<file path="src/rtl/track_pkg.sv">
// Shared constants and types for the tracking-channel sequencer.
package track_pkg;

  localparam int ACC_WIDTH_DEF    = 16;
  localparam int EPOCH_WIDTH_DEF  = 16;
  localparam int CLEAR_CYCLES_DEF = 2;

  // Shortest accumulation epoch; shorter requested lengths are clamped up to this.
  localparam int MIN_EPOCH_LEN    = 2;

  // C/A code DDS phase increment: 1.023 MHz chip rate at 16.8 MHz, 32-bit phase.
  localparam logic [31:0] CA_RATE_INC = 32'd261532830;

  typedef enum logic [1:0] {
    ST_IDLE  = 2'd0,
    ST_CLEAR = 2'd1,
    ST_RUN   = 2'd2,
    ST_DUMP  = 2'd3
  } track_state_e;

endpackage

</file>
<file path="src/rtl/track_epoch_counter.sv">
// Sample counter for one accumulation epoch. The epoch length is latched
// (clamped to MIN_EPOCH_LEN) on load; terminal flags the tick that closes
// the epoch, and the count returns to zero on that same tick.
module track_epoch_counter
  import track_pkg::*;
#(
  parameter int WIDTH = EPOCH_WIDTH_DEF
) (
  input  logic             clk,
  input  logic             rst_n,
  input  logic             load,
  input  logic [WIDTH-1:0] len,
  input  logic             tick,
  output logic             terminal,
  output logic [WIDTH-1:0] count
);

  logic [WIDTH-1:0] len_q, len_d;
  logic [WIDTH-1:0] cnt_q, cnt_d;

  // len_q is never below MIN_EPOCH_LEN, so len_q-1 cannot underflow
  assign terminal = tick && !load && (cnt_q == len_q - WIDTH'(1));
  assign count    = cnt_q;

  // Next-state: load takes priority over counting
  always_comb begin
    len_d = len_q;
    cnt_d = cnt_q;
    if (load) begin
      len_d = (len < WIDTH'(MIN_EPOCH_LEN)) ? WIDTH'(MIN_EPOCH_LEN) : len;
      cnt_d = '0;
    end else if (tick) begin
      cnt_d = terminal ? '0 : cnt_q + WIDTH'(1);
    end
  end

  // Counter and latched length registers
  always_ff @(posedge clk or negedge rst_n) begin
    if (!rst_n) begin
      len_q <= WIDTH'(MIN_EPOCH_LEN);
      cnt_q <= '0;
    end else begin
      len_q <= len_d;
      cnt_q <= cnt_d;
    end
  end

endmodule

</file>
<file path="src/rtl/track_sequencer.sv">
// Tracking-channel control: sequences the accumulator datapath through
// CLEAR / RUN / DUMP, captures each epoch result and offers it over a
// valid/ready handshake.
// Optional feature macro: TRACK_EPOCH_COUNT_EN (enables the epoch_count register;
// when undefined epoch_count is tied to zero).
module track_sequencer
  import track_pkg::*;
#(
  parameter int ACC_WIDTH    = ACC_WIDTH_DEF,
  parameter int EPOCH_WIDTH  = EPOCH_WIDTH_DEF,
  parameter int CLEAR_CYCLES = CLEAR_CYCLES_DEF
) (
  input  logic                   clk,
  input  logic                   reset,
  input  logic                   start,
  input  logic                   stop,
  input  logic [4:0]             prn_in,
  input  logic [EPOCH_WIDTH-1:0] epoch_len,
  input  logic                   sample_valid,
  input  logic [ACC_WIDTH-1:0]   acc_in,
  output logic                   trk_enable,
  output logic                   trk_reset,
  output logic [4:0]             trk_prn,
  output logic                   dump_valid,
  input  logic                   dump_ready,
  output logic [ACC_WIDTH-1:0]   dump_value,
  output logic                   dump_overrun,
  output logic                   sample_lost,
  output logic                   busy,
  output logic [15:0]            epoch_count
);

  localparam int CLR_W = (CLEAR_CYCLES > 1) ? $clog2(CLEAR_CYCLES) : 1;
  localparam logic [CLR_W-1:0] CLR_LOAD = CLR_W'(CLEAR_CYCLES - 1);

  track_state_e           state_q, state_d;
  logic [CLR_W-1:0]       clr_cnt_q, clr_cnt_d;
  logic [4:0]             prn_q, prn_d;
  logic                   en_q, en_d;
  logic                   rst_q, rst_d;
  logic                   busy_q, busy_d;
  logic                   dv_q, dv_d;
  logic [ACC_WIDTH-1:0]   dval_q, dval_d;
  logic                   ovr_q, ovr_d;
  logic                   lost_q, lost_d;

  logic                   start_go;
  logic                   dump_cycle;
  logic                   tick;
  logic                   terminal;
  logic [EPOCH_WIDTH-1:0] epoch_cnt;

  // stop beats a simultaneous start
  assign start_go   = start && !stop;
  assign dump_cycle = (state_q == ST_DUMP);
  assign tick       = sample_valid && (state_q == ST_RUN);

  track_epoch_counter #(
    .WIDTH (EPOCH_WIDTH)
  ) u_epoch_counter (
    .clk      (clk),
    .rst_n    (reset),
    .load     (start_go),
    .len      (epoch_len),
    .tick     (tick),
    .terminal (terminal),
    .count    (epoch_cnt)
  );

  // Next-state and registered-output values; outputs are derived from state_d
  // so they line up with the state they describe.
  always_comb begin
    state_d   = state_q;
    clr_cnt_d = clr_cnt_q;
    unique case (state_q)
      ST_IDLE:  ;
      ST_CLEAR: begin
        if (clr_cnt_q == '0) state_d = ST_RUN;
        else                 clr_cnt_d = clr_cnt_q - CLR_W'(1);
      end
      ST_RUN:   if (terminal) state_d = ST_DUMP;
      ST_DUMP:  state_d = ST_RUN;
      default:  state_d = ST_IDLE;
    endcase
    if (start_go) begin
      state_d   = ST_CLEAR;
      clr_cnt_d = CLR_LOAD;
    end
    if (stop) state_d = ST_IDLE;

    prn_d  = start_go ? prn_in : prn_q;
    en_d   = (state_d == ST_RUN);
    rst_d  = (state_d != ST_RUN);
    busy_d = (state_d != ST_IDLE);

    dv_d   = dv_q;
    dval_d = dval_q;
    if (dump_cycle) begin
      dv_d   = 1'b1;
      dval_d = acc_in;
    end else if (dv_q && dump_ready) begin
      dv_d   = 1'b0;
    end

    ovr_d = ovr_q;
    if (start_go)                                ovr_d = 1'b0;
    else if (dump_cycle && dv_q && !dump_ready)  ovr_d = 1'b1;

    lost_d = lost_q;
    if (start_go) lost_d = 1'b0;
    else if (sample_valid && (state_q == ST_CLEAR || state_q == ST_DUMP)) lost_d = 1'b1;
  end

  // FSM state and all registered outputs
  always_ff @(posedge clk or negedge reset) begin
    if (!reset) begin
      state_q   <= ST_IDLE;
      clr_cnt_q <= '0;
      prn_q     <= '0;
      en_q      <= 1'b0;
      rst_q     <= 1'b1;
      busy_q    <= 1'b0;
      dv_q      <= 1'b0;
      dval_q    <= '0;
      ovr_q     <= 1'b0;
      lost_q    <= 1'b0;
    end else begin
      state_q   <= state_d;
      clr_cnt_q <= clr_cnt_d;
      prn_q     <= prn_d;
      en_q      <= en_d;
      rst_q     <= rst_d;
      busy_q    <= busy_d;
      dv_q      <= dv_d;
      dval_q    <= dval_d;
      ovr_q     <= ovr_d;
      lost_q    <= lost_d;
    end
  end

`ifdef TRACK_EPOCH_COUNT_EN
  logic [15:0] epoch_q, epoch_d;

  // Completed-epoch counter, wraps modulo 2^16
  always_comb begin
    epoch_d = epoch_q;
    if (start_go)        epoch_d = '0;
    else if (dump_cycle) epoch_d = epoch_q + 16'd1;
  end

  // Epoch count register
  always_ff @(posedge clk or negedge reset) begin
    if (!reset) epoch_q <= '0;
    else        epoch_q <= epoch_d;
  end

  assign epoch_count = epoch_q;
`else
  assign epoch_count = '0;
`endif

  assign trk_enable   = en_q;
  assign trk_reset    = rst_q;
  assign trk_prn      = prn_q;
  assign busy         = busy_q;
  assign dump_valid   = dv_q;
  assign dump_value   = dval_q;
  assign dump_overrun = ovr_q;
  assign sample_lost  = lost_q;

  // A DUMP is only ever entered on the terminal tick, which zeroes the counter
  a_dump_count_zero: assert property (@(posedge clk) disable iff (!reset)
    (state_q == ST_DUMP) |-> (epoch_cnt == '0));

endmodule

</file>
<file path="config.mk">
export PLATFORM = sky130hd
export DESIGN_NAME = track_sequencer
export DESIGN_NICKNAME = d
export VERILOG_FILES = /design/src/rtl/track_pkg.sv /design/src/rtl/track_epoch_counter.sv /design/src/rtl/track_sequencer.sv
export SDC_FILE = /design/constraint.sdc
export NUM_CORES = 1
export LEC_CHECK = 0
export BUFFER_PORTS_ARGS = -buffer_cell sky130_fd_sc_hd__buf_4
export CAP_MARGIN = 0
export CORE_ASPECT_RATIO = 1.25
export CORE_MARGIN = 3
export CORE_UTILIZATION = 53
export DETAILED_ROUTE_END_ITERATION = 7
export PLACE_DENSITY = 0.8
export SLEW_MARGIN = 20
export SYNTH_ARGS = -nofsm -noshare
export SYNTH_HDL_FRONTEND = slang
export SYNTH_SLANG_ARGS = --single-unit
</file>
<file path="constraint.sdc">
create_clock -name clk -period 4.1 [get_ports clk]
set_clock_uncertainty 0.1 [all_clocks]
set_input_delay 0.82 -clock clk [delete_from_list [all_inputs] [get_ports clk]]
set_output_delay 0.82 -clock clk [all_outputs]
set_load 0.05 [all_outputs]
</file>
Word-level counts from Yosys, hierarchy flattened
Cells that the tools add are included.

storage, ports and cells
  register bits after elaboration = 62
  word-level logic and storage cells = 58

cells by class
  $add $sub $neg = 3
  order comparisons = 1
  eq/ne operators = 6
  muxes and demuxes = 18
  reduce and logical (&&, ||, !) cells = 18

operators by type and width
  operator               count
  $mux 16                4
  $add 16x1->16 const B  1
  $eq 16x16->1           1
  $lt 16x2->1 const B    1
  $sub 16x1->16 const B  1
  $reduce_bool 2->1      6
  $mux 1                 9
  $logic_and 1x1->1      8
  $mux 2                 4
  $eq 2x2->1 const B     3
  $pmux 2 s3             1
  $logic_not 1->1        3
  $eq 2x1->1 const B     1
  $ne 2x2->1 const B     1
  $logic_or 1x1->1       1
  $sub 1x1->1 const B    1

Longest topological paths before layout
Gate-level depths: netlist of the first run.

  depth in word-level cells = 10
  mapped depth = 10

Hierarchy
A second synthesis of the first run with hierarchy kept.

unflattened totals
  cell total of the unflattened synthesis = 318
  area, all modules = 3,357.0 um2

by module, submodules not included
  module               instances  cells each  area each (um2)  sequential area each (um2)
  track_epoch_counter  1          222         2,085.8          802.0
  track_sequencer      1          96          1,271.2          752.0

Worst setup path before layout of the first run
Ideal clock, no wire load.

  path type = reg-to-reg
  start = register u_epoch_counter.len_q[0]
  end = register u_epoch_counter.cnt_q[4] (netlist: u_epoch_counter.count[4])
  setup time = 0.134 ns
  data arrival time = 2.638 ns
  required time = 3.866 ns
  slack = 1.227 ns
  cell stages (with the launch flop) = 11
  path through = dfrtp_1 inv_1 ha_1 or4b_4 nand4b_4 or3b_1 a211oi_2 o21ai_2 nor3_4 buf_8 nor4_2

between the ends
  cells in the longest elaborated chain, start to end = 6

ends and longest elaborated chain
  what                    line                       RTL
  start, declared         track_epoch_counter.sv:18  logic [WIDTH-1:0] len_q, len_d;
  start signal, assigned  track_epoch_counter.sv:40  len_q <= WIDTH'(MIN_EPOCH_LEN);
  start signal, assigned  track_epoch_counter.sv:43  len_q <= len_d;
  $sub 16x1->16           track_epoch_counter.sv:22  assign terminal = tick && !load && (cnt_q == len_q - WIDTH'(1));
  $eq 16x16->1            track_epoch_counter.sv:22
  $logic_and 1x1->1       track_epoch_counter.sv:22
  $mux 16                 track_epoch_counter.sv:33  cnt_d = terminal ? '0 : cnt_q + WIDTH'(1);
  $mux 16                 track_epoch_counter.sv:32  end else if (tick) begin
  $mux 16                 track_epoch_counter.sv:29  if (load) begin
  end signal, assigned    track_epoch_counter.sv:44  cnt_q <= cnt_d;
  end, declared           track_epoch_counter.sv:19  logic [WIDTH-1:0] cnt_q, cnt_d;

No other way between the ends. The select of a mux whose other input is x is not followed.
A chain may end at the register's enable or synchronous reset.

Worst setup path after layout of the first run
  start = register u_epoch_counter.len_q[0]
  end = register u_epoch_counter.cnt_q[7] (netlist: u_epoch_counter.count[7])

Same word-level chain as after synthesis.

==> impl_metrics.xml, run 1 <==
<?xml version="1.0" encoding="UTF-8"?>
<metrics>
  <group name="drt">
    <metric name="route.met2.wl" unit="mm">3.854</metric>
    <metric name="detail_route.vias_per_cell" unit="">5.435</metric>
    <metric name="first_pass_iters" unit="">4</metric>
    <metric name="drt.antenna.violating_nets" unit="">0</metric>
    <metric name="route.detailed.drc" unit="">0</metric>
    <metric name="drt_iter0_drc" unit="">186</metric>
    <metric name="top_signal_layer_used" unit="">met4</metric>
    <metric name="met3_routed_length" unit="um">470</metric>
    <metric name="detailroute.via_count" unit="">2772</metric>
    <metric name="met1_length" unit="mm">3.050</metric>
    <metric name="avgRoutedWirePerCell" unit="um">14.80</metric>
    <metric name="route.final.wire_length" unit="mm">7.548</metric>
  </group>
  <group name="pwr">
    <metric name="power.density_cell_area" unit="mW/mm2">424.3</metric>
    <metric name="vdd.ir_drop.worst" unit="mV">0.3035</metric>
    <metric name="total_power" unit="W">0.001736</metric>
    <metric name="p_leak" unit="nW">1.914</metric>
  </group>
  <group name="sta">
    <metric name="layout_min_cycle_time" unit="ps">3112</metric>
    <metric name="hold_viol_final" unit="">0</metric>
    <metric name="timing_max_transition_violations_final" unit="">0</metric>
    <metric name="setup_repair_after_global_routing_missed_its_margin" unit="">false</metric>
    <metric name="setup_tns" unit="ps">0</metric>
    <metric name="fin_crit_sh" unit="%">75.89</metric>
    <metric name="final.hold.worst_slack" unit="ps">380.3</metric>
    <metric name="final-setup-viol-count" unit="">0</metric>
    <metric name="slew_headroom" unit="%">40.58</metric>
    <metric name="max_slew.worst_pin.slew" unit="ps">891.3</metric>
    <metric name="maximum_clock_rate" unit="MHz">321.4</metric>
  </group>
  <group name="cts">
    <metric name="cts-hold-fix-buffers" unit="">0</metric>
    <metric name="postCtsSetupRepairBufs" unit="">0</metric>
    <metric name="cts.sinks" unit="">62</metric>
    <metric name="clk-insertion-delay-late" unit="ps">350</metric>
    <metric name="cts_made_buffers" unit="">9</metric>
    <metric name="clkSlewWorstSetupHoldPaths" unit="ps">70</metric>
    <metric name="postCtsResizedCells" unit="">0</metric>
    <metric name="cts_tree" unit="">done</metric>
    <metric name="cts_htree_levels" unit="">3</metric>
    <metric name="cts-root-to-sink-buffers" unit="">2</metric>
    <metric name="cts-root-buf" unit="">sky130_fd_sc_hd__clkbuf_8</metric>
  </group>
  <group name="worst_setup_path">
    <metric name="worstSetupStartpointType" unit="">flip-flop</metric>
    <metric name="cp_slowest_stage_delay" unit="ps">520</metric>
    <metric name="crit_slowest_cell" unit="">sky130_fd_sc_hd__or4b_4</metric>
    <metric name="cp_num_cells" unit="">10</metric>
    <metric name="worst_ep_arrival_time" unit="ps">3220</metric>
    <metric name="critical_path.top_delay_family" unit="">simple AND/OR/NAND/NOR gates</metric>
    <metric name="worstPathMaxFanout" unit="">16</metric>
    <metric name="cp_data_required_time" unit="ps">4210</metric>
    <metric name="critical_path.endpoint_type" unit="">flip-flop</metric>
    <metric name="worst_r2r_path_depth" unit="">10</metric>
    <metric name="timing_worst_setup_path_type" unit="">reg -&gt; reg</metric>
    <metric name="worst_path_buffer_plus_inverter_count" unit="">2</metric>
    <metric name="crit_chain" unit="">inv_1 &gt; ha_1 &gt; or4b_4 &gt; nand4b_4 &gt; or3b_1 &gt; a211oi_2 &gt; o21ai_2 &gt; nor3_4 &gt; buf_4 &gt; a2111oi_0</metric>
  </group>
  <group name="layout">
    <metric name="final_common_cell" unit="">sky130_fd_sc_hd__buf_4</metric>
    <metric name="syn2layout_area_growth" unit="%">21.75</metric>
    <metric name="final_util" unit="%">68.48</metric>
    <metric name="final_layout_size_suffix_gt1_share" unit="%">28.97</metric>
    <metric name="multi_input_comb_area" unit="mm2">0.001639</metric>
    <metric name="finalNonFillerCells" unit="">510</metric>
    <metric name="fillers" unit="">501</metric>
    <metric name="layout_common_cells" unit="">72 x sky130_fd_sc_hd__buf_4, 70 x sky130_fd_sc_hd__nand2_1, 60 x sky130_fd_sc_hd__dfrtp_1</metric>
    <metric name="num-nets-final" unit="">468</metric>
    <metric name="antenna_cells" unit="">0</metric>
    <metric name="regArea" unit="mm2">0.001554</metric>
  </group>
  <group name="min_path">
    <metric name="hold_path.class" unit="">reg -&gt; reg</metric>
    <metric name="hold_path_depth" unit="">2</metric>
  </group>
  <group name="floorplanning">
    <metric name="core-area" unit="mm2">0.005973</metric>
    <metric name="chipWidth" unit="um">77.21</metric>
    <metric name="die_area" unit="mm2">0.007336</metric>
    <metric name="die_h" unit="um">95.02</metric>
    <metric name="pin_count" unit="">86</metric>
    <metric name="rows" unit="">31</metric>
    <metric name="floorplan.initialDensity" unit="%">56.24</metric>
  </group>
  <group name="grt">
    <metric name="antenna_found_initial" unit="">0</metric>
    <metric name="grt_remaining_overflow" unit="">0</metric>
    <metric name="grt_start_max_net_pins" unit="">63</metric>
    <metric name="gr-usage-all-layers" unit="%">22.11</metric>
    <metric name="global_route_wire_length_before_repair" unit="mm">12.74</metric>
    <metric name="grt_pass1_vias" unit="">2918</metric>
  </group>
  <group name="synthesis">
    <metric name="synth.cell_area" unit="mm2">0.003359</metric>
    <metric name="yosys.area.top_type" unit="">sky130_fd_sc_hd__dfrtp_1</metric>
    <metric name="synth_largest_type_area_fraction" unit="%">44.69</metric>
    <metric name="synthFlopType" unit="">sky130_fd_sc_hd__dfrtp_1</metric>
    <metric name="share_of_synthesized_flip_flops_with_an_asynchronous_set_or_reset" unit="%">100.0</metric>
    <metric name="synth_area_leaders" unit="">sky130_fd_sc_hd__dfrtp_1 45%, sky130_fd_sc_hd__nand2_1 7.8%, sky130_fd_sc_hd__mux2_2 5.4%</metric>
    <metric name="synth.lib_cells_used.distinct" unit="">50</metric>
    <metric name="synth_enable_flop_cells" unit="">0</metric>
    <metric name="synth.avg_cell_area" unit="um2">9.437</metric>
    <metric name="ys.warnings.count" unit="">0</metric>
    <metric name="postSynthCellCount" unit="">356</metric>
    <metric name="ys_seq_elements" unit="">62</metric>
    <metric name="portion_of_the_post_synthesis_area_used_by_sequential_elements" unit="%">46.26</metric>
  </group>
  <group name="placed_design">
    <metric name="numPlacedInstances" unit="">494</metric>
    <metric name="place_hpwl" unit="mm">5.544</metric>
    <metric name="gpl.final_weighted_congestion" unit="">0.8133</metric>
    <metric name="buffer_ports.inserted" unit="">69</metric>
  </group>
  <group name="run_status">
    <metric name="run_status" unit="">finished, final reports clean</metric>
  </group>
  <group name="run">
    <metric name="drv_cap" unit="">0</metric>
  </group>
</metrics>
==> where the power goes <==
group	switching, W	total, W	internal [W]
logic	0.000270	0.000413	0.000144
registers	0.0000493	0.000718	0.000669
clock network	0.000244	0.000604	0.000360
total	0.000563	0.00174	0.00117
==> registers in the layout, summed over array words and instances, names as in the netlist <==
register               count
dump_value                16
u_epoch_counter.count     16
u_epoch_counter.len_q     16
trk_prn                    5
state_q                    2
busy                       1
clr_cnt_q                  1
dump_overrun               1
dump_valid                 1
sample_lost                1
trk_enable                 1
trk_reset                  1
==> synthesized netlist by cell type, types with 2 or more instances <==
cell / count
sky130_fd_sc_hd__a2111oi_0: 2
sky130_fd_sc_hd__a21oi_1: 8
sky130_fd_sc_hd__a31oi_1: 2
sky130_fd_sc_hd__and3_1: 9
sky130_fd_sc_hd__buf_4: 16
sky130_fd_sc_hd__clkbuf_1: 12
sky130_fd_sc_hd__dfrtp_1: 60
sky130_fd_sc_hd__dfstp_2: 2
sky130_fd_sc_hd__ha_1: 2
sky130_fd_sc_hd__inv_1: 8
sky130_fd_sc_hd__mux2_2: 16
sky130_fd_sc_hd__mux2i_1: 4
sky130_fd_sc_hd__nand2_1: 70
sky130_fd_sc_hd__nand2b_1: 2
sky130_fd_sc_hd__nand3_1: 16
sky130_fd_sc_hd__nand3b_1: 2
sky130_fd_sc_hd__nand4_1: 4
sky130_fd_sc_hd__nor2_1: 18
sky130_fd_sc_hd__nor2b_1: 5
sky130_fd_sc_hd__nor3_1: 8
sky130_fd_sc_hd__nor3_2: 9
sky130_fd_sc_hd__nor4_1: 8
sky130_fd_sc_hd__o21ai_0: 23
sky130_fd_sc_hd__o22ai_1: 2
sky130_fd_sc_hd__o31ai_1: 2
sky130_fd_sc_hd__or2_2: 2
sky130_fd_sc_hd__or3_1: 3
sky130_fd_sc_hd__xnor2_1: 15
sky130_fd_sc_hd__xor2_1: 5
==> cell type report <==
| class | count | share of cell area [%] |
|---|---|---|
| well taps | 82 | 2.508 |
| clock inverters | 5 | 2.019 |
| clock buffers | 11 | 3.457 |
| flip-flops and latches | 62 | 37.99 |
| inverters | 8 | 0.7342 |
| multi-input cells | 270 | 40.07 |
| repair buffers | 72 | 13.22 |
==> stage by stage <==
stage	setup slack, ps	area, um2
3_3_place_gp	1149	3866
6_report	988.3	4090
5_1_grt	810.3	4090
3_5_place_dp	1014	3866
2_1_floorplan	1228	3416
4_1_cts	993.1	4090
==> logic make-up (layout without fill, tap and decap cells) <==
family / Yosys count / in the layout / share of synthesized area, %
AO/OA/AOI/OAI: 46 / 46 / 8.305
other: 1 / 16 / 0.1116
adder cells (fa/ha/maj): 2 / 2 / 0.7448
multiplexers: 20 / 20 / 6.555
AND/OR/NAND/NOR: 166 / 166 / 26.11
XOR/XNOR: 20 / 20 / 5.214
buffers and inverters: 39 / 96 / 6.704
flip-flops: 62 / 62 / 46.26
==> layer usage <==
metal	track usage [%]	vias up
met1	24.75	1321
met2	38.47	98
li1	-	1336
met3	6.333	17
met4	11.42	0
met5	0	-
==> worst min-delay path, stage by stage, from the launching register on <==
cell	delay [ps]
sky130_fd_sc_hd__dfrtp_1	340
sky130_fd_sc_hd__nand2_1	50
sky130_fd_sc_hd__nand2_1	60
==> worst paths after layout <==
check / from / slack (ps) / endpoint
max reg2reg: u_epoch_counter.len_q[0] / 990 / u_epoch_counter.count[7]
max: u_epoch_counter.len_q[0] / 990 / u_epoch_counter.count[7]
max in group asynchronous: reset / 2960 / u_epoch_counter.len_q[7]
min: trk_prn[0] / 380 / trk_prn[0]
min reg2reg: trk_prn[0] / 380 / trk_prn[0]
min in group asynchronous: reset / 450 / u_epoch_counter.count[15]
Note: power is estimated with default switching activity, not from simulation.
==> inputs of run 2 (changes only) <==
CORE_UTILIZATION = 48   (was 53)
PLACE_DENSITY = 0.76   (was 0.8)
clock period = 2.6 ns   (was 4.1 ns; I/O delays follow)
==> impl_metrics.xml, run 2 (synthesis gave the netlist of run 1 again) <==
<?xml version="1.0" encoding="UTF-8"?>
<metrics>
  <group name="run_status">
    <metric name="run_status" unit="">finished with violations</metric>
    <metric name="failed_checks" unit="">setup timing</metric>
  </group>
  <group name="layout">
    <metric name="syn2layout_area_growth" unit="%">28.86</metric>
    <metric name="regArea" unit="mm2">0.001554</metric>
    <metric name="final_common_cell" unit="">sky130_fd_sc_hd__buf_4</metric>
    <metric name="antenna_cells" unit="">0</metric>
    <metric name="layout_common_cells" unit="">92 x sky130_fd_sc_hd__buf_4, 70 x sky130_fd_sc_hd__nand2_1, 60 x sky130_fd_sc_hd__dfrtp_1</metric>
    <metric name="finalNonFillerCells" unit="">536</metric>
    <metric name="final_layout_size_suffix_gt1_share" unit="%">34.08</metric>
    <metric name="num-nets-final" unit="">489</metric>
    <metric name="fillers" unit="">547</metric>
    <metric name="stdcell_area" unit="mm2">0.004329</metric>
    <metric name="multi_input_comb_area" unit="mm2">0.001679</metric>
  </group>
  <group name="cts">
    <metric name="cts_made_buffers" unit="">9</metric>
    <metric name="cts.sinks" unit="">62</metric>
    <metric name="clk-insertion-delay-late" unit="ps">340</metric>
    <metric name="cts_htree_levels" unit="">3</metric>
    <metric name="cts_tree" unit="">done</metric>
    <metric name="clkSlewWorstSetupHoldPaths" unit="ps">70</metric>
    <metric name="cts-root-to-sink-buffers" unit="">2</metric>
    <metric name="cts-root-buf" unit="">sky130_fd_sc_hd__clkbuf_8</metric>
  </group>
  <group name="floorplanning">
    <metric name="die_area" unit="mm2">0.008045</metric>
    <metric name="pin_count" unit="">86</metric>
    <metric name="floorplan.initialDensity" unit="%">50.22</metric>
    <metric name="rows" unit="">33</metric>
    <metric name="die_h" unit="um">99.54</metric>
    <metric name="chipWidth" unit="um">80.83</metric>
    <metric name="core-area" unit="mm2">0.006689</metric>
  </group>
  <group name="sta">
    <metric name="max_slew.worst_pin.slew" unit="ps">772.7</metric>
    <metric name="final-setup-viol-count" unit="">12</metric>
    <metric name="maximum_clock_rate" unit="MHz">381.4</metric>
    <metric name="setup_tns" unit="ps">-110.4</metric>
    <metric name="hold_viol_final" unit="">0</metric>
    <metric name="setup_repair_after_global_routing_missed_its_margin" unit="">true</metric>
    <metric name="timing_max_transition_violations_final" unit="">0</metric>
    <metric name="slew_headroom" unit="%">48.49</metric>
    <metric name="layout_min_cycle_time" unit="ps">2622</metric>
    <metric name="post-route-worst-setup-slack" unit="ps">-22.24</metric>
    <metric name="fin_crit_sh" unit="%">100.9</metric>
  </group>
  <group name="drt">
    <metric name="drt.antenna.violating_nets" unit="">0</metric>
    <metric name="avgRoutedWirePerCell" unit="um">14.46</metric>
    <metric name="first_pass_iters" unit="">4</metric>
    <metric name="route.detailed.drc" unit="">0</metric>
    <metric name="drt_iter0_drc" unit="">169</metric>
    <metric name="detail_route.vias_per_cell" unit="">5.317</metric>
    <metric name="detailroute.via_count" unit="">2850</metric>
    <metric name="route.final.wire_length" unit="mm">7.749</metric>
  </group>
  <group name="pwr">
    <metric name="power.density_cell_area" unit="mW/mm2">664.5</metric>
    <metric name="power.combinational.fraction" unit="%">24.8</metric>
    <metric name="power.clock.fraction" unit="%">36.1</metric>
    <metric name="net-switching-power" unit="W">0.0008952</metric>
    <metric name="switching_share" unit="%">31.12</metric>
    <metric name="p_leak" unit="nW">2.033</metric>
    <metric name="seq_power_share" unit="%">39.1</metric>
    <metric name="cellInternalPower" unit="W">0.001981</metric>
    <metric name="vdd.ir_drop.worst" unit="mV">0.4887</metric>
  </group>
  <group name="worst_setup_path">
    <metric name="worst_r2r_path_depth" unit="">10</metric>
    <metric name="critical_path.endpoint_type" unit="">flip-flop</metric>
    <metric name="worstPathMaxFanout" unit="">16</metric>
    <metric name="worstSetupStartpointType" unit="">flip-flop</metric>
    <metric name="worst-r2r-setup-slack" unit="ps">-20</metric>
    <metric name="worst_ep_arrival_time" unit="ps">2730</metric>
    <metric name="cp_data_required_time" unit="ps">2710</metric>
    <metric name="reg2reg_to" unit="">u_epoch_counter.count[7]</metric>
    <metric name="r2r-start" unit="">u_epoch_counter.len_q[0]</metric>
    <metric name="timing_worst_setup_path_type" unit="">reg -&gt; reg</metric>
  </group>
  <group name="grt">
    <metric name="grt_start_max_net_pins" unit="">63</metric>
    <metric name="global_route_wire_length_before_repair" unit="mm">12.91</metric>
    <metric name="grt_pass1_vias" unit="">2923</metric>
    <metric name="gr-usage-all-layers" unit="%">20.80</metric>
    <metric name="grt_remaining_overflow" unit="">0</metric>
    <metric name="antenna_found_initial" unit="">0</metric>
  </group>
  <group name="min_path">
    <metric name="hold_path.class" unit="">in -&gt; async</metric>
  </group>
  <group name="placed_design">
    <metric name="buffer_ports.inserted" unit="">69</metric>
    <metric name="place_hpwl" unit="mm">5.622</metric>
    <metric name="dpl_cell_area" unit="mm2">0.004045</metric>
    <metric name="gpl.final_weighted_congestion" unit="">0.7855</metric>
    <metric name="numPlacedInstances" unit="">518</metric>
  </group>
  <group name="run">
    <metric name="drv_cap" unit="">0</metric>
  </group>
</metrics>
-- run 2: cell count changes in the layout (fill, tap and decap cells not counted), sizes merged --
cell and delta:
buf +21, bufinv +1, clkbuf -1
-- run 2: repair_timing --
action                                  CTS  global route
hold buffers                              0             0
resized for setup                         6             3
pin swaps                                 2             1
setup buffers                             2             0
endpoints found under the setup margin   17            20
-- run 2: metal layers --
metal,routed length (um),global-route usage (%)
met5,0,0
met4,97,6.762
met3,419,6.250
met2,3922,35.67
met1,3309,24.59
-- run 2: per-stage QoR --
stage,worst slack [ps],utilization (%),hold WS (ps),power [W]
floorplan,-82.58,-,124.4,0.001612
global placement,-30.44,60.48,362.2,0.001827
detailed placement,-120.3,60.48,368.0,0.001844
CTS,-32.63,64.65,175.2,0.002894
global route,-145.7,64.72,195.3,0.002996
finish,-22.24,64.72,153.0,0.002877
-- run 2: how the worst max path moves through the flow --
stage	startpoint	endpoint	slack [ps]	cells past startpoint
after global routing	u_epoch_counter.len_q[0]	u_epoch_counter.count[7]	-150	11
after CTS	u_epoch_counter.len_q[0]	u_epoch_counter.count[7]	-30	10
final	u_epoch_counter.len_q[0]	u_epoch_counter.count[7]	-20	10
after detailed placement	u_epoch_counter.len_q[1]	u_epoch_counter.count[7]	-120	11
after global placement	u_epoch_counter.len_q[1]	u_epoch_counter.count[7]	-30	10
after floorplan	u_epoch_counter.len_q[0]	u_epoch_counter.count[4]	-80	10
-- run 2: power groups by stage --
stage	Combinational, W	Sequential [W]	Clock (W)
2_1_floorplan	0.000291	0.00132	0
3_3_place_gp	0.000691	0.00114	0
3_5_place_dp	0.000703	0.00114	0
4_1_cts	0.000714	0.00112	0.00106
5_1_grt	0.000762	0.00114	0.00110
6_report	0.000713	0.00113	0.00104
-- run 2: layout make-up --
type	instances	area share (%)
repair buffers	93	16.42
multi-input cells	270	38.79
clock buffers	10	3.179
clock inverters	6	2.514
flip-flops and latches	62	35.90
well taps	87	2.514
inverters	8	0.6936
-- run 2: critical path, cell delays in order, from the launching register on --
cell and delay, ps:
sky130_fd_sc_hd__dfrtp_1 380, sky130_fd_sc_hd__inv_2 80, sky130_fd_sc_hd__ha_4 120, sky130_fd_sc_hd__or4b_4 470
sky130_fd_sc_hd__nand4b_4 190, sky130_fd_sc_hd__or3b_1 380, sky130_fd_sc_hd__a211oi_2 250, sky130_fd_sc_hd__o21ai_2 110
sky130_fd_sc_hd__nor3_4 160, sky130_fd_sc_hd__buf_12 180, sky130_fd_sc_hd__a2111oi_1 60
==> inputs of run 3 (changes only) <==
CORE_MARGIN = 8   (was 3)
==> impl_metrics.xml, run 3 (synthesis gave the netlist of run 1 again) <==
<?xml version="1.0" encoding="UTF-8"?>
<metrics>
  <group name="floorplanning">
    <metric name="chipWidth" unit="um">90.83</metric>
    <metric name="rows" unit="">34</metric>
    <metric name="die_h" unit="um">109.5</metric>
    <metric name="core-area" unit="mm2">0.006892</metric>
    <metric name="floorplan.initialDensity" unit="%">48.75</metric>
    <metric name="die_area" unit="mm2">0.009949</metric>
    <metric name="pin_count" unit="">86</metric>
  </group>
  <group name="drt">
    <metric name="detail_route.vias_per_cell" unit="">5.314</metric>
    <metric name="route.final.wire_length" unit="mm">8.331</metric>
    <metric name="drt.antenna.violating_nets" unit="">0</metric>
    <metric name="detailroute.via_count" unit="">2859</metric>
    <metric name="first_pass_iters" unit="">4</metric>
    <metric name="drt_iter0_drc" unit="">116</metric>
    <metric name="route.detailed.drc" unit="">0</metric>
    <metric name="avgRoutedWirePerCell" unit="um">15.49</metric>
  </group>
  <group name="cts">
    <metric name="cts-root-to-sink-buffers" unit="">2</metric>
    <metric name="cts_tree" unit="">done</metric>
    <metric name="cts-hold-fix-buffers" unit="">0</metric>
    <metric name="clk-insertion-delay-late" unit="ps">340</metric>
    <metric name="cts_made_buffers" unit="">9</metric>
    <metric name="cts-root-buf" unit="">sky130_fd_sc_hd__clkbuf_8</metric>
    <metric name="cts.sinks" unit="">62</metric>
    <metric name="clkSlewWorstSetupHoldPaths" unit="ps">70</metric>
    <metric name="cts_htree_levels" unit="">3</metric>
  </group>
  <group name="worst_setup_path">
    <metric name="cp_data_required_time" unit="ps">2710</metric>
    <metric name="crit_slowest_cell" unit="">sky130_fd_sc_hd__or4b_4</metric>
    <metric name="cp_slowest_stage_delay" unit="ps">460</metric>
    <metric name="crit_chain" unit="">inv_2 &gt; ha_4 &gt; or4b_4 &gt; nand4b_4 &gt; or3b_4 &gt; a211oi_4 &gt; o21ai_2 &gt; nor3_4 &gt; buf_12 &gt; nor4_1</metric>
    <metric name="timing_worst_setup_path_type" unit="">reg -&gt; reg</metric>
    <metric name="worst_ep_arrival_time" unit="ps">2760</metric>
    <metric name="worst_r2r_path_depth" unit="">10</metric>
    <metric name="worstSetupStartpointType" unit="">flip-flop</metric>
    <metric name="worstPathMaxFanout" unit="">16</metric>
    <metric name="critical_path.endpoint_type" unit="">flip-flop</metric>
  </group>
  <group name="pwr">
    <metric name="p_leak" unit="nW">2.003</metric>
    <metric name="power.clock.fraction" unit="%">31.5</metric>
    <metric name="power.density_cell_area" unit="mW/mm2">625.9</metric>
    <metric name="power.combinational.fraction" unit="%">26.5</metric>
    <metric name="vdd.ir_drop.worst" unit="mV">0.4505</metric>
    <metric name="cellInternalPower" unit="W">0.001763</metric>
    <metric name="switching_share" unit="%">34.37</metric>
    <metric name="seq_power_share" unit="%">41.9</metric>
    <metric name="net-switching-power" unit="W">0.0009235</metric>
    <metric name="total_power" unit="W">0.002687</metric>
  </group>
  <group name="run_status">
    <metric name="run_status" unit="">finished with violations</metric>
    <metric name="failed_checks" unit="">setup timing</metric>
  </group>
  <group name="sta">
    <metric name="hold_viol_final" unit="">0</metric>
    <metric name="final-setup-viol-count" unit="">17</metric>
    <metric name="slew_headroom" unit="%">48.70</metric>
    <metric name="fin_crit_sh" unit="%">102.0</metric>
    <metric name="max_slew.worst_pin.slew" unit="ps">769.6</metric>
    <metric name="setup_tns" unit="ps">-566.4</metric>
    <metric name="timing_max_transition_violations_final" unit="">0</metric>
    <metric name="final.hold.worst_slack" unit="ps">140.0</metric>
    <metric name="maximum_clock_rate" unit="MHz">376.9</metric>
    <metric name="setup_repair_after_global_routing_missed_its_margin" unit="">true</metric>
    <metric name="post-route-worst-setup-slack" unit="ps">-53.12</metric>
    <metric name="layout_min_cycle_time" unit="ps">2653</metric>
  </group>
  <group name="placed_design">
    <metric name="buffer_ports.inserted" unit="">69</metric>
    <metric name="place_hpwl" unit="mm">6.267</metric>
    <metric name="gpl.final_weighted_congestion" unit="">0.8097</metric>
  </group>
  <group name="min_path">
    <metric name="hold_path.class" unit="">in -&gt; async</metric>
  </group>
  <group name="grt">
    <metric name="gr-usage-all-layers" unit="%">17.24</metric>
    <metric name="grt_pass1_vias" unit="">3002</metric>
    <metric name="grt_start_max_net_pins" unit="">63</metric>
    <metric name="grt_remaining_overflow" unit="">0</metric>
    <metric name="antenna_found_initial" unit="">0</metric>
    <metric name="global_route_wire_length_before_repair" unit="mm">13.82</metric>
  </group>
  <group name="layout">
    <metric name="final_layout_size_suffix_gt1_share" unit="%">34.38</metric>
    <metric name="syn2layout_area_growth" unit="%">27.78</metric>
    <metric name="final_common_cell" unit="">sky130_fd_sc_hd__buf_4</metric>
    <metric name="num-nets-final" unit="">488</metric>
    <metric name="antenna_cells" unit="">0</metric>
    <metric name="layout_common_cells" unit="">91 x sky130_fd_sc_hd__buf_4, 70 x sky130_fd_sc_hd__nand2_1, 60 x sky130_fd_sc_hd__dfrtp_1</metric>
    <metric name="final_util" unit="%">62.29</metric>
  </group>
  <group name="run">
    <metric name="drv_cap" unit="">0</metric>
  </group>
</metrics>
## run 3: metal layers
| layer | global-route usage [%] | share of wire, % |
|---|---|---|
| met1 | 18.53 | 40 |
| met2 | 30.60 | 51 |
| met3 | 5.533 | 7.2 |
| met4 | 7.972 | 1.7 |
| met5 | 0 | 0 |
## run 3: final cells by class
class | instances | area [um2]
Fill cell | 574 | 2599
Multi-Input combinational cell | 270 | 1695
Sequential cell | 62 | 1554
Timing Repair Buffer | 92 | 703.2
Clock buffer | 9 | 123.9
Tap cell | 90 | 112.6
Clock inverter | 7 | 73.82
Inverter | 8 | 30.03
## run 3: power by group through the flow
stage                     sequential, W  clock, W  combinational (W)
after floorplan                 0.00132         0           0.000291
after global placement          0.00114         0           0.000691
after detailed placement        0.00114         0           0.000706
after CTS                       0.00113  0.000864           0.000715
after global routing            0.00114  0.000901           0.000764
final                           0.00113  0.000848           0.000712
## run 3: critical path, delay by kind of cell, from the launching register on
kind                     cells  cell delay, ps
flip-flops                   1             390
AND/OR/NAND/NOR              5            1290
AO/OA/AOI/OAI                2             340
adder cells (fa/ha/maj)      1             120
buffers and inverters        2             270
## run 3: per-stage QoR
step	worst slack (ps)	instances	instance area [um2]
final	-53.12	538	4293
after global routing	-152.4	538	4293
after CTS	-54.76	538	4270
after detailed placement	-136.6	520	4041
after global placement	-34.01	520	4041
after floorplan	-82.58	371	3433
## run 3: worst paths after layout
check | startpoint | end | slack, ps
max in group asynchronous | reset | clr_cnt_q | 1740
max reg2reg | u_epoch_counter.len_q[0] | u_epoch_counter.count[3] | -50
min | reset | u_epoch_counter.len_q[3] | 140
min in group clk | dump_ready | dump_valid | 250
max | u_epoch_counter.len_q[0] | u_epoch_counter.count[3] | -50
min reg2reg | trk_prn[0] | trk_prn[0] | 380
## run 3: repair_timing
| action | in CTS | in global routing |
|---|---|---|
| resized for setup | 5 | 5 |
| pin swaps | 2 | 2 |
| buffers inserted | 2 | 0 |
| setup endpoints to repair | 17 | 20 |
